File: config.mk
export PLATFORM = sky130hd
export DESIGN_NAME = multicycle_ctrl
export DESIGN_NICKNAME = d
export VERILOG_FILES = /design/src/rtl/mc_ctrl_pkg.sv /design/src/rtl/mc_ctrl_outdec.sv /design/src/rtl/multicycle_ctrl.sv
export SDC_FILE = /design/constraint.sdc
export NUM_CORES = 1
export LEC_CHECK = 0
export BUFFER_PORTS_ARGS = -buffer_cell sky130_fd_sc_hd__buf_2
export CORE_UTILIZATION = 53
export CTS_BUF_LIST = sky130_fd_sc_hd__clkbuf_4 sky130_fd_sc_hd__clkbuf_8 sky130_fd_sc_hd__clkbuf_16
export DETAILED_ROUTE_END_ITERATION = 8
export GPL_TIMING_DRIVEN = 0
export PLACE_DENSITY_LB_ADDON = 0.08
export SETUP_SLACK_MARGIN = 0.05
export SLEW_MARGIN = 20
export SYNTH_ARGS = -nofsm -noshare
export SYNTH_HDL_FRONTEND = slang
export SYNTH_HIERARCHICAL = 1
export SYNTH_SLANG_ARGS = --single-unit
File: constraint.sdc
create_clock -name clk_i -period 2.9 [get_ports clk_i]
set_clock_uncertainty 0.2 [all_clocks]
set_input_delay 0.58 -clock clk_i [delete_from_list [all_inputs] [get_ports clk_i]]
set_output_delay 0.58 -clock clk_i [all_outputs]
set_load 0.05 [all_outputs]
File: src/rtl/mc_ctrl_pkg.sv
// Shared definitions for the multi-cycle MIPS control FSM.
//   - state_e        : FSM state encoding (also exported on state_o)
//   - OP_*           : primary opcode constants (instruction bits [31:26])
//   - alu_op_e, reg_dst_e, mem_to_reg_e, alu_src_b_e, pc_src_e : mux/ALU encodings
//   - ctrl_out_t     : bundle of every control output driven by the decoder
//   - opcode_is_legal / decode_dispatch : opcode classification helpers
package mc_ctrl_pkg;

  localparam int OPCODE_W = 6;
  localparam int ALU_OP_W = 3;

  typedef enum logic [3:0] {
    S_FETCH  = 4'd0,
    S_DECODE = 4'd1,
    S_MEMADR = 4'd2,
    S_MEMRD  = 4'd3,
    S_MEMWB  = 4'd4,
    S_MEMWR  = 4'd5,
    S_EXEC   = 4'd6,
    S_RWB    = 4'd7,
    S_BRANCH = 4'd8,
    S_JUMP   = 4'd9,
    S_IEXEC  = 4'd10,
    S_IWB    = 4'd11
  } state_e;

  localparam logic [OPCODE_W-1:0] OP_RTYPE = 6'b000000;
  localparam logic [OPCODE_W-1:0] OP_J     = 6'b000010;
  localparam logic [OPCODE_W-1:0] OP_JAL   = 6'b000011;
  localparam logic [OPCODE_W-1:0] OP_BEQ   = 6'b000100;
  localparam logic [OPCODE_W-1:0] OP_BNE   = 6'b000101;
  localparam logic [OPCODE_W-1:0] OP_ADDI  = 6'b001000;
  localparam logic [OPCODE_W-1:0] OP_SLTI  = 6'b001010;
  localparam logic [OPCODE_W-1:0] OP_LW    = 6'b100011;
  localparam logic [OPCODE_W-1:0] OP_SW    = 6'b101011;

  typedef enum logic [ALU_OP_W-1:0] {
    ALU_ADD   = 3'b000,
    ALU_SUB   = 3'b001,
    ALU_RTYPE = 3'b010,
    ALU_SLT   = 3'b011
  } alu_op_e;

  typedef enum logic [1:0] {
    RDST_RT = 2'd0,
    RDST_RD = 2'd1,
    RDST_RA = 2'd2
  } reg_dst_e;

  typedef enum logic [1:0] {
    M2R_ALUOUT = 2'd0,
    M2R_MDR    = 2'd1,
    M2R_PC     = 2'd2
  } mem_to_reg_e;

  typedef enum logic [1:0] {
    SRCB_RT     = 2'd0,
    SRCB_FOUR   = 2'd1,
    SRCB_IMM    = 2'd2,
    SRCB_IMM_SH = 2'd3
  } alu_src_b_e;

  typedef enum logic [1:0] {
    PCSRC_ALU    = 2'd0,
    PCSRC_ALUOUT = 2'd1,
    PCSRC_JUMP   = 2'd2
  } pc_src_e;

  typedef struct packed {
    logic        pc_en;
    logic        iord;
    logic        mem_read;
    logic        mem_write;
    logic        ir_write;
    logic        reg_write;
    reg_dst_e    reg_dst;
    mem_to_reg_e mem_to_reg;
    logic        alu_src_a;
    alu_src_b_e  alu_src_b;
    alu_op_e     alu_op;
    pc_src_e     pc_src;
    logic        illegal;
  } ctrl_out_t;

  function automatic logic opcode_is_legal(input logic [OPCODE_W-1:0] op);
    case (op)
      OP_RTYPE, OP_LW, OP_SW, OP_BEQ, OP_BNE,
      OP_J, OP_JAL, OP_ADDI, OP_SLTI: return 1'b1;
      default:                        return 1'b0;
    endcase
  endfunction

  // State entered after DECODE; undefined opcodes fall back to FETCH.
  function automatic state_e decode_dispatch(input logic [OPCODE_W-1:0] op);
    case (op)
      OP_RTYPE:       return S_EXEC;
      OP_LW, OP_SW:   return S_MEMADR;
      OP_BEQ, OP_BNE: return S_BRANCH;
      OP_J, OP_JAL:   return S_JUMP;
      OP_ADDI,
      OP_SLTI:        return S_IEXEC;
      default:        return S_FETCH;
    endcase
  endfunction

endpackage

File: src/rtl/mc_ctrl_outdec.sv
// Combinational output decode for the multi-cycle control FSM.
// Moore decode of the state, except pc_en / ir_write which also look at
// mem_ready (FETCH) and zero (BRANCH).
// Ports:
//   state_i      current FSM state
//   opcode_i     instruction opcode (stable from DECODE through writeback)
//   zero_i       ALU zero flag
//   mem_ready_i  memory access completes this cycle
//   ctrl_o       full control-output bundle
module mc_ctrl_outdec
  import mc_ctrl_pkg::*;
(
  input  state_e                state_i,
  input  logic [OPCODE_W-1:0]   opcode_i,
  input  logic                  zero_i,
  input  logic                  mem_ready_i,
  output ctrl_out_t             ctrl_o
);

  always_comb begin
    // NOTE: every field gets a default before the case so no path can leave
    // a field unassigned, which would infer a latch.
    ctrl_o = '0;
    case (state_i)
      S_FETCH: begin
        ctrl_o.mem_read  = 1'b1;
        ctrl_o.alu_src_b = SRCB_FOUR;
        ctrl_o.alu_op    = ALU_ADD;
        ctrl_o.pc_src    = PCSRC_ALU;
        // IR and PC update only when the fetch actually completes.
        ctrl_o.ir_write  = mem_ready_i;
        ctrl_o.pc_en     = mem_ready_i;
      end
      S_DECODE: begin
        // Precompute the branch target while the register file is read.
        ctrl_o.alu_src_b = SRCB_IMM_SH;
        ctrl_o.alu_op    = ALU_ADD;
        ctrl_o.illegal   = ~opcode_is_legal(opcode_i);
      end
      S_MEMADR: begin
        ctrl_o.alu_src_a = 1'b1;
        ctrl_o.alu_src_b = SRCB_IMM;
        ctrl_o.alu_op    = ALU_ADD;
      end
      S_MEMRD: begin
        ctrl_o.mem_read = 1'b1;
        ctrl_o.iord     = 1'b1;
      end
      S_MEMWB: begin
        ctrl_o.reg_write  = 1'b1;
        ctrl_o.reg_dst    = RDST_RT;
        ctrl_o.mem_to_reg = M2R_MDR;
      end
      S_MEMWR: begin
        ctrl_o.mem_write = 1'b1;
        ctrl_o.iord      = 1'b1;
      end
      S_EXEC: begin
        ctrl_o.alu_src_a = 1'b1;
        ctrl_o.alu_src_b = SRCB_RT;
        ctrl_o.alu_op    = ALU_RTYPE;
      end
      S_RWB: begin
        ctrl_o.reg_write  = 1'b1;
        ctrl_o.reg_dst    = RDST_RD;
        ctrl_o.mem_to_reg = M2R_ALUOUT;
      end
      S_BRANCH: begin
        ctrl_o.alu_src_a = 1'b1;
        ctrl_o.alu_src_b = SRCB_RT;
        ctrl_o.alu_op    = ALU_SUB;
        ctrl_o.pc_src    = PCSRC_ALUOUT;
        ctrl_o.pc_en     = ((opcode_i == OP_BEQ) &  zero_i) |
                           ((opcode_i == OP_BNE) & ~zero_i);
      end
      S_JUMP: begin
        ctrl_o.pc_src = PCSRC_JUMP;
        ctrl_o.pc_en  = 1'b1;
        if (opcode_i == OP_JAL) begin
          // PC already holds PC+4, which is the link value.
          ctrl_o.reg_write  = 1'b1;
          ctrl_o.reg_dst    = RDST_RA;
          ctrl_o.mem_to_reg = M2R_PC;
        end
      end
      S_IEXEC: begin
        ctrl_o.alu_src_a = 1'b1;
        ctrl_o.alu_src_b = SRCB_IMM;
        ctrl_o.alu_op    = (opcode_i == OP_SLTI) ? ALU_SLT : ALU_ADD;
      end
      S_IWB: begin
        ctrl_o.reg_write  = 1'b1;
        ctrl_o.reg_dst    = RDST_RT;
        ctrl_o.mem_to_reg = M2R_ALUOUT;
      end
      default: ctrl_o = '0;
    endcase
  end

endmodule

File: src/rtl/multicycle_ctrl.sv
// Control FSM for a shared-resource multi-cycle MIPS datapath.
// Sequences fetch / decode / execute / memory / writeback (3-5 cycles per
// instruction, plus one per memory wait cycle) and drives every datapath
// mux select and write enable. All outputs are forced to 0 while rst_i is high.
// Optional build macro: CTRL_PERF_CNT_EN adds cycle_cnt_o / instr_cnt_o.
// Ports:
//   clk_i, rst_i (sync, active-high)     opcode_i, zero_i, mem_ready_i
//   pc_en_o, iord_o, mem_read_o, mem_write_o, ir_write_o, reg_write_o
//   reg_dst_o, mem_to_reg_o, alu_src_a_o, alu_src_b_o, alu_op_o, pc_src_o
//   illegal_o (one-cycle pulse on undefined opcode), state_o (debug)
//   [CTRL_PERF_CNT_EN] cycle_cnt_o, instr_cnt_o
module multicycle_ctrl
  import mc_ctrl_pkg::*;
#(
  parameter int OP_W    = OPCODE_W,
  parameter int ALUOP_W = ALU_OP_W
) (
  input  logic               clk_i,
  input  logic               rst_i,
  input  logic [OP_W-1:0]    opcode_i,
  input  logic               zero_i,
  input  logic               mem_ready_i,
  output logic               pc_en_o,
  output logic               iord_o,
  output logic               mem_read_o,
  output logic               mem_write_o,
  output logic               ir_write_o,
  output logic               reg_write_o,
  output logic [1:0]         reg_dst_o,
  output logic [1:0]         mem_to_reg_o,
  output logic               alu_src_a_o,
  output logic [1:0]         alu_src_b_o,
  output logic [ALUOP_W-1:0] alu_op_o,
  output logic [1:0]         pc_src_o,
  output logic               illegal_o,
  output logic [3:0]         state_o
`ifdef CTRL_PERF_CNT_EN
  ,
  output logic [31:0]        cycle_cnt_o,
  output logic [31:0]        instr_cnt_o
`endif
);

  state_e    state_q, state_d;
  ctrl_out_t dec_out, ctrl;

  always_ff @(posedge clk_i) begin
    // NOTE: sequential state uses non-blocking assignment so every register
    // samples pre-edge values regardless of block ordering.
    if (rst_i) state_q <= S_FETCH;
    else       state_q <= state_d;
  end

  // opcode_i comes straight from the instruction register, which holds it
  // stable from DECODE through writeback, so no internal copy is kept.
  always_comb begin
    state_d = S_FETCH;
    case (state_q)
      S_FETCH:  state_d = mem_ready_i ? S_DECODE : S_FETCH;
      S_DECODE: state_d = decode_dispatch(opcode_i);
      S_MEMADR: state_d = (opcode_i == OP_LW) ? S_MEMRD : S_MEMWR;
      S_MEMRD:  state_d = mem_ready_i ? S_MEMWB : S_MEMRD;
      S_MEMWR:  state_d = mem_ready_i ? S_FETCH : S_MEMWR;
      S_EXEC:   state_d = S_RWB;
      S_IEXEC:  state_d = S_IWB;
      default:  state_d = S_FETCH;   // writeback states and unreachable codes
    endcase
  end

  mc_ctrl_outdec u_outdec (
    .state_i     (state_q),
    .opcode_i    (opcode_i),
    .zero_i      (zero_i),
    .mem_ready_i (mem_ready_i),
    .ctrl_o      (dec_out)
  );

  // Gate with reset so an access interrupted by reset never fires a write
  // enable in the reset cycle.
  assign ctrl = rst_i ? '0 : dec_out;

  assign pc_en_o      = ctrl.pc_en;
  assign iord_o       = ctrl.iord;
  assign mem_read_o   = ctrl.mem_read;
  assign mem_write_o  = ctrl.mem_write;
  assign ir_write_o   = ctrl.ir_write;
  assign reg_write_o  = ctrl.reg_write;
  assign reg_dst_o    = ctrl.reg_dst;
  assign mem_to_reg_o = ctrl.mem_to_reg;
  assign alu_src_a_o  = ctrl.alu_src_a;
  assign alu_src_b_o  = ctrl.alu_src_b;
  assign alu_op_o     = ctrl.alu_op;
  assign pc_src_o     = ctrl.pc_src;
  assign illegal_o    = ctrl.illegal;
  assign state_o      = rst_i ? 4'd0 : state_q;

`ifdef CTRL_PERF_CNT_EN
  logic [31:0] cycle_cnt_q, instr_cnt_q;
  logic        instr_done;

  // An instruction retires when the FSM returns to FETCH, except the
  // DECODE->FETCH bounce taken for an undefined opcode.
  assign instr_done = (state_q != S_FETCH) && (state_d == S_FETCH) && !dec_out.illegal;

  always_ff @(posedge clk_i) begin
    if (rst_i) begin
      cycle_cnt_q <= '0;
      instr_cnt_q <= '0;
    end else begin
      cycle_cnt_q <= cycle_cnt_q + 32'd1;
      if (instr_done) instr_cnt_q <= instr_cnt_q + 32'd1;
    end
  end

  assign cycle_cnt_o = cycle_cnt_q;
  assign instr_cnt_o = instr_cnt_q;
`endif

endmodule

==> reports/results.tsv <==
stage	metric	value	unit
cts	Max Buffers Root-to-Sink	2	
grt	Total Routing Usage GR	25.3	%
floorplan	die width	43.4	um
placement	Inst Count DP	174	
sta	Setup violations, final	0	
synth	EDFF count, synth	0	
floorplan	Die Ht	43.4	um
drt	DR WL met3	96	um
drt	post-route ant nets	0	
hold_path	HP Class	input port to flip-flop	
synth	top_reg_cell synth	dfxtp_1	
sta	crit share post-route	93.4	%
power	Comb pwr share	45.6	%
synth	syn_nets	137	
finish	most frequent cells in the layout	buf_2 (32), nor2b_1 (26), nor2_1 (10), nor3_1 (9), a21oi_1 (6)	
drt	DR pass1 iterations	7	
sta	Rel. slew slack	38.0	%
critical_path	critical-path cell list	buf_2 > nor3_1 > nand4b_1 > nor3_1 > buf_4 > nor2b_1 > buf_2	
drt	Avg Vias per Cell	5.81	
finish	fin cells	177	
placement	estimated wirelength of the detail-placed design	1660	um
cts	CTS resizes	0	
finish	Biggest register	state_q	
synth	warnings from Yosys	6	
critical_path	Worst Setup End Kind	output port	
cts	# clock sinks	4	
finish	layout cells sized above 1	31.7	%
critical_path	critical path arrival	1.93	ns
placement	PortBufs	31	
cts	# Post-CTS Setup Buffers	0	
power	Leakage Power	0.000498	uW
grt	global route overflow	0	
power	share of power burned in registers	25.7	%
grt	antenna violations before repair	0	
critical_path	Worst path top cell family by delay	simple AND/OR/NAND/NOR gates	
power	Sw Ratio	39.1	%
cts	hold_buf cts	0	
cts	TritonCTS clock tree	built	
cts	clock root buffer master	clkbuf_4	
synth	sequential share of the synthesized area	8.83	%
outcome	status	finished with violations	
grt	vias in the first global route	866	
cts	Worst-Skew Late Latency	0.23	ns
finish	max reg flops	4	
sta	RSZ-0062 raised after global routing	false	
synth	Post-Syn Instances	127	
sta	Hold Fails Final Rpt	0	
drt	highest routed metal layer	met4	
synth	Cell variety after synth	45	
floorplan	core footprint	0.00156	mm^2
sta	TNS Setup	0	ns
grt	first-pass GRT wire length	3720	um
run	# Max-Cap Violations	0	
cts	H-tree Lvls	1	
floorplan	row count	14	
critical_path	kind of start point of the critical path	input port	
finish	Filler Cell Count	148	
critical_path	Crit Path Max Fanout	9	
drt	vias	1029	
critical_path	worst setup path category	input port to output port	
drt	Avg WL per Cell	12.2	um
floorplan	IO Pins	33	
power	Power Density	207	mW/mm^2
synth	Post-Syn Area	907	um^2
critical_path	CP required	2.12	ns
sta	Tightest Pin Transition	0.928	ns
finish	most common cell after layout, fill and taps aside	buf_2	
drt	DRC viols	9	
drt	met2 wire length	1060	um
floorplan	die area	0.00188	mm^2
finish	ant diodes	0	
drt	drt total wl	2160	um
placement	Final GP Congestion	0.806	
synth	post-synthesis register bit count	4	
grt	largest net degree at the start of global routing	12	
drt	DRT iter0 DRCs	33	
synth	largest cells by area after synthesis	nor2b_1 (18%), dfxtp_1 (8.8%), nor3_1 (5.0%), xnor2_1 (4.8%), nor2_1 (4.1%)	
power	Int Pwr	140	uW
outcome	violated checks	DRC	
sta	FMAX	369	MHz
power	Clk pwr share	28.7	%
power	Max VDD drop	0.250	mV
synth	top-area cell type share of the netlist area	17.9	%
finish	Final #Nets	173	
cts	CTS buffer count	3	
finish	Area Overhead vs Synth	22.3	%
finish	register area	80.1	um^2
power	switching pwr	90.1	uW
synth	Synth async-reset ratio	0	%
cts	clock-pin slew on the worst setup and hold paths	0.04	ns
finish	area of the multi-input gates	741	um^2
synth	biggest area consumer among synthesized cells	nor2b_1	
floorplan	initial core utilization	58.2	%
drt	M1 wire length	962	um
critical_path	Crit-path slowest cell	buf_2	
critical_path	CP peak stage delay	0.27	ns
sta	Slew Viols, Final	0	
sta	final worst path period need	2.71	ns
finish	Top Registers	state_q: 4 flops	
synth	Syn Area/Cell	7.14	um^2
critical_path	Worst Path Buf+Inv	3	
[worst reg2reg max path, delay by kind of cell (launching register included)]
| kind | cells | cell delay [ns] |
|---|---|---|
| and+or+nand+nor | 3 | 0.76 |
| AOI/OAI and AO/OA | 1 | 0.17 |
| DFF | 1 | 0.49 |
[cells in the mapped netlist, drive strengths merged, types with 3 or more instances]
library cell	n
buf	8
nand2	6
nand2b	6
nor2b	26
dfxtp	4
o21ai	3
clkbuf	4
xnor2	5
nor3	11
nor3b	5
a21oi	6
nor2	11
[cell type report]
class | instances | area share, %
Multi-Input combinational cell | 110 | 66.7
Inverter | 1 | 0.338
Timing Repair Buffer | 31 | 14.2
Tap cell | 16 | 1.80
Buffer | 12 | 7.67
Sequential cell | 4 | 7.22
Clock buffer | 3 | 2.03
[power groups by stage]
stage	sequential, uW	combinational (uW)	clock (uW)
floorplan	59.3	73.9	0
global placement	59.9	101	0
detailed placement	60.0	103	0
CTS	59.2	104	67.3
global route	59.5	114	68.0
finish	59.3	105	66.1
[path summary, 6_finish.rpt]
path | from | endpoint | slack, ns | cells past startpoint
max reg2reg | state_q[0] | state_q[1] | 1.20 | 4
max | opcode_i[5] | reg_dst_o[1] | 0.19 | 7
min reg2reg | state_q[3] | state_q[0] | 0.47 | 3
min | opcode_i[1] | state_q[2] | 0.46 | 2
[metal layers]
metal	track usage, %	vias up
met2	44.2	42
met4	7.50	0
met3	2.50	6
li1	-	520
met5	0	-
met1	32.7	461
[per-stage QoR]
step / util (%) / instance area (um^2) / setup slack (ns) / hold WS [ns] / total power, uW
after CTS: 70.9 / 1100 / 0.186 / 0.449 / 230
after floorplan: - / 907 / 0.169 / 0.410 / 133
after global routing: 71.2 / 1110 / 0.0517 / 0.480 / 241
after detailed placement: 69.4 / 1080 / 0.191 / 0.458 / 163
after global placement: 69.4 / 1080 / 0.247 / 0.442 / 161
final: 71.2 / 1110 / 0.191 / 0.457 / 230
[cell families (layout without fill, tap and decap cells)]
kind of cell	after synthesis	count (layout)	share of synthesized area (%)
XOR/XNOR	5	5	4.83
flip-flops	4	4	8.83
AND/OR/NAND/NOR	79	79	56.0
buffers and inverters	13	47	9.52
multiplexers	1	1	1.10
other	1	1	0.413
AO/OA/AOI/OAI	24	24	19.3
Note: power is estimated with default switching activity, not from simulation.
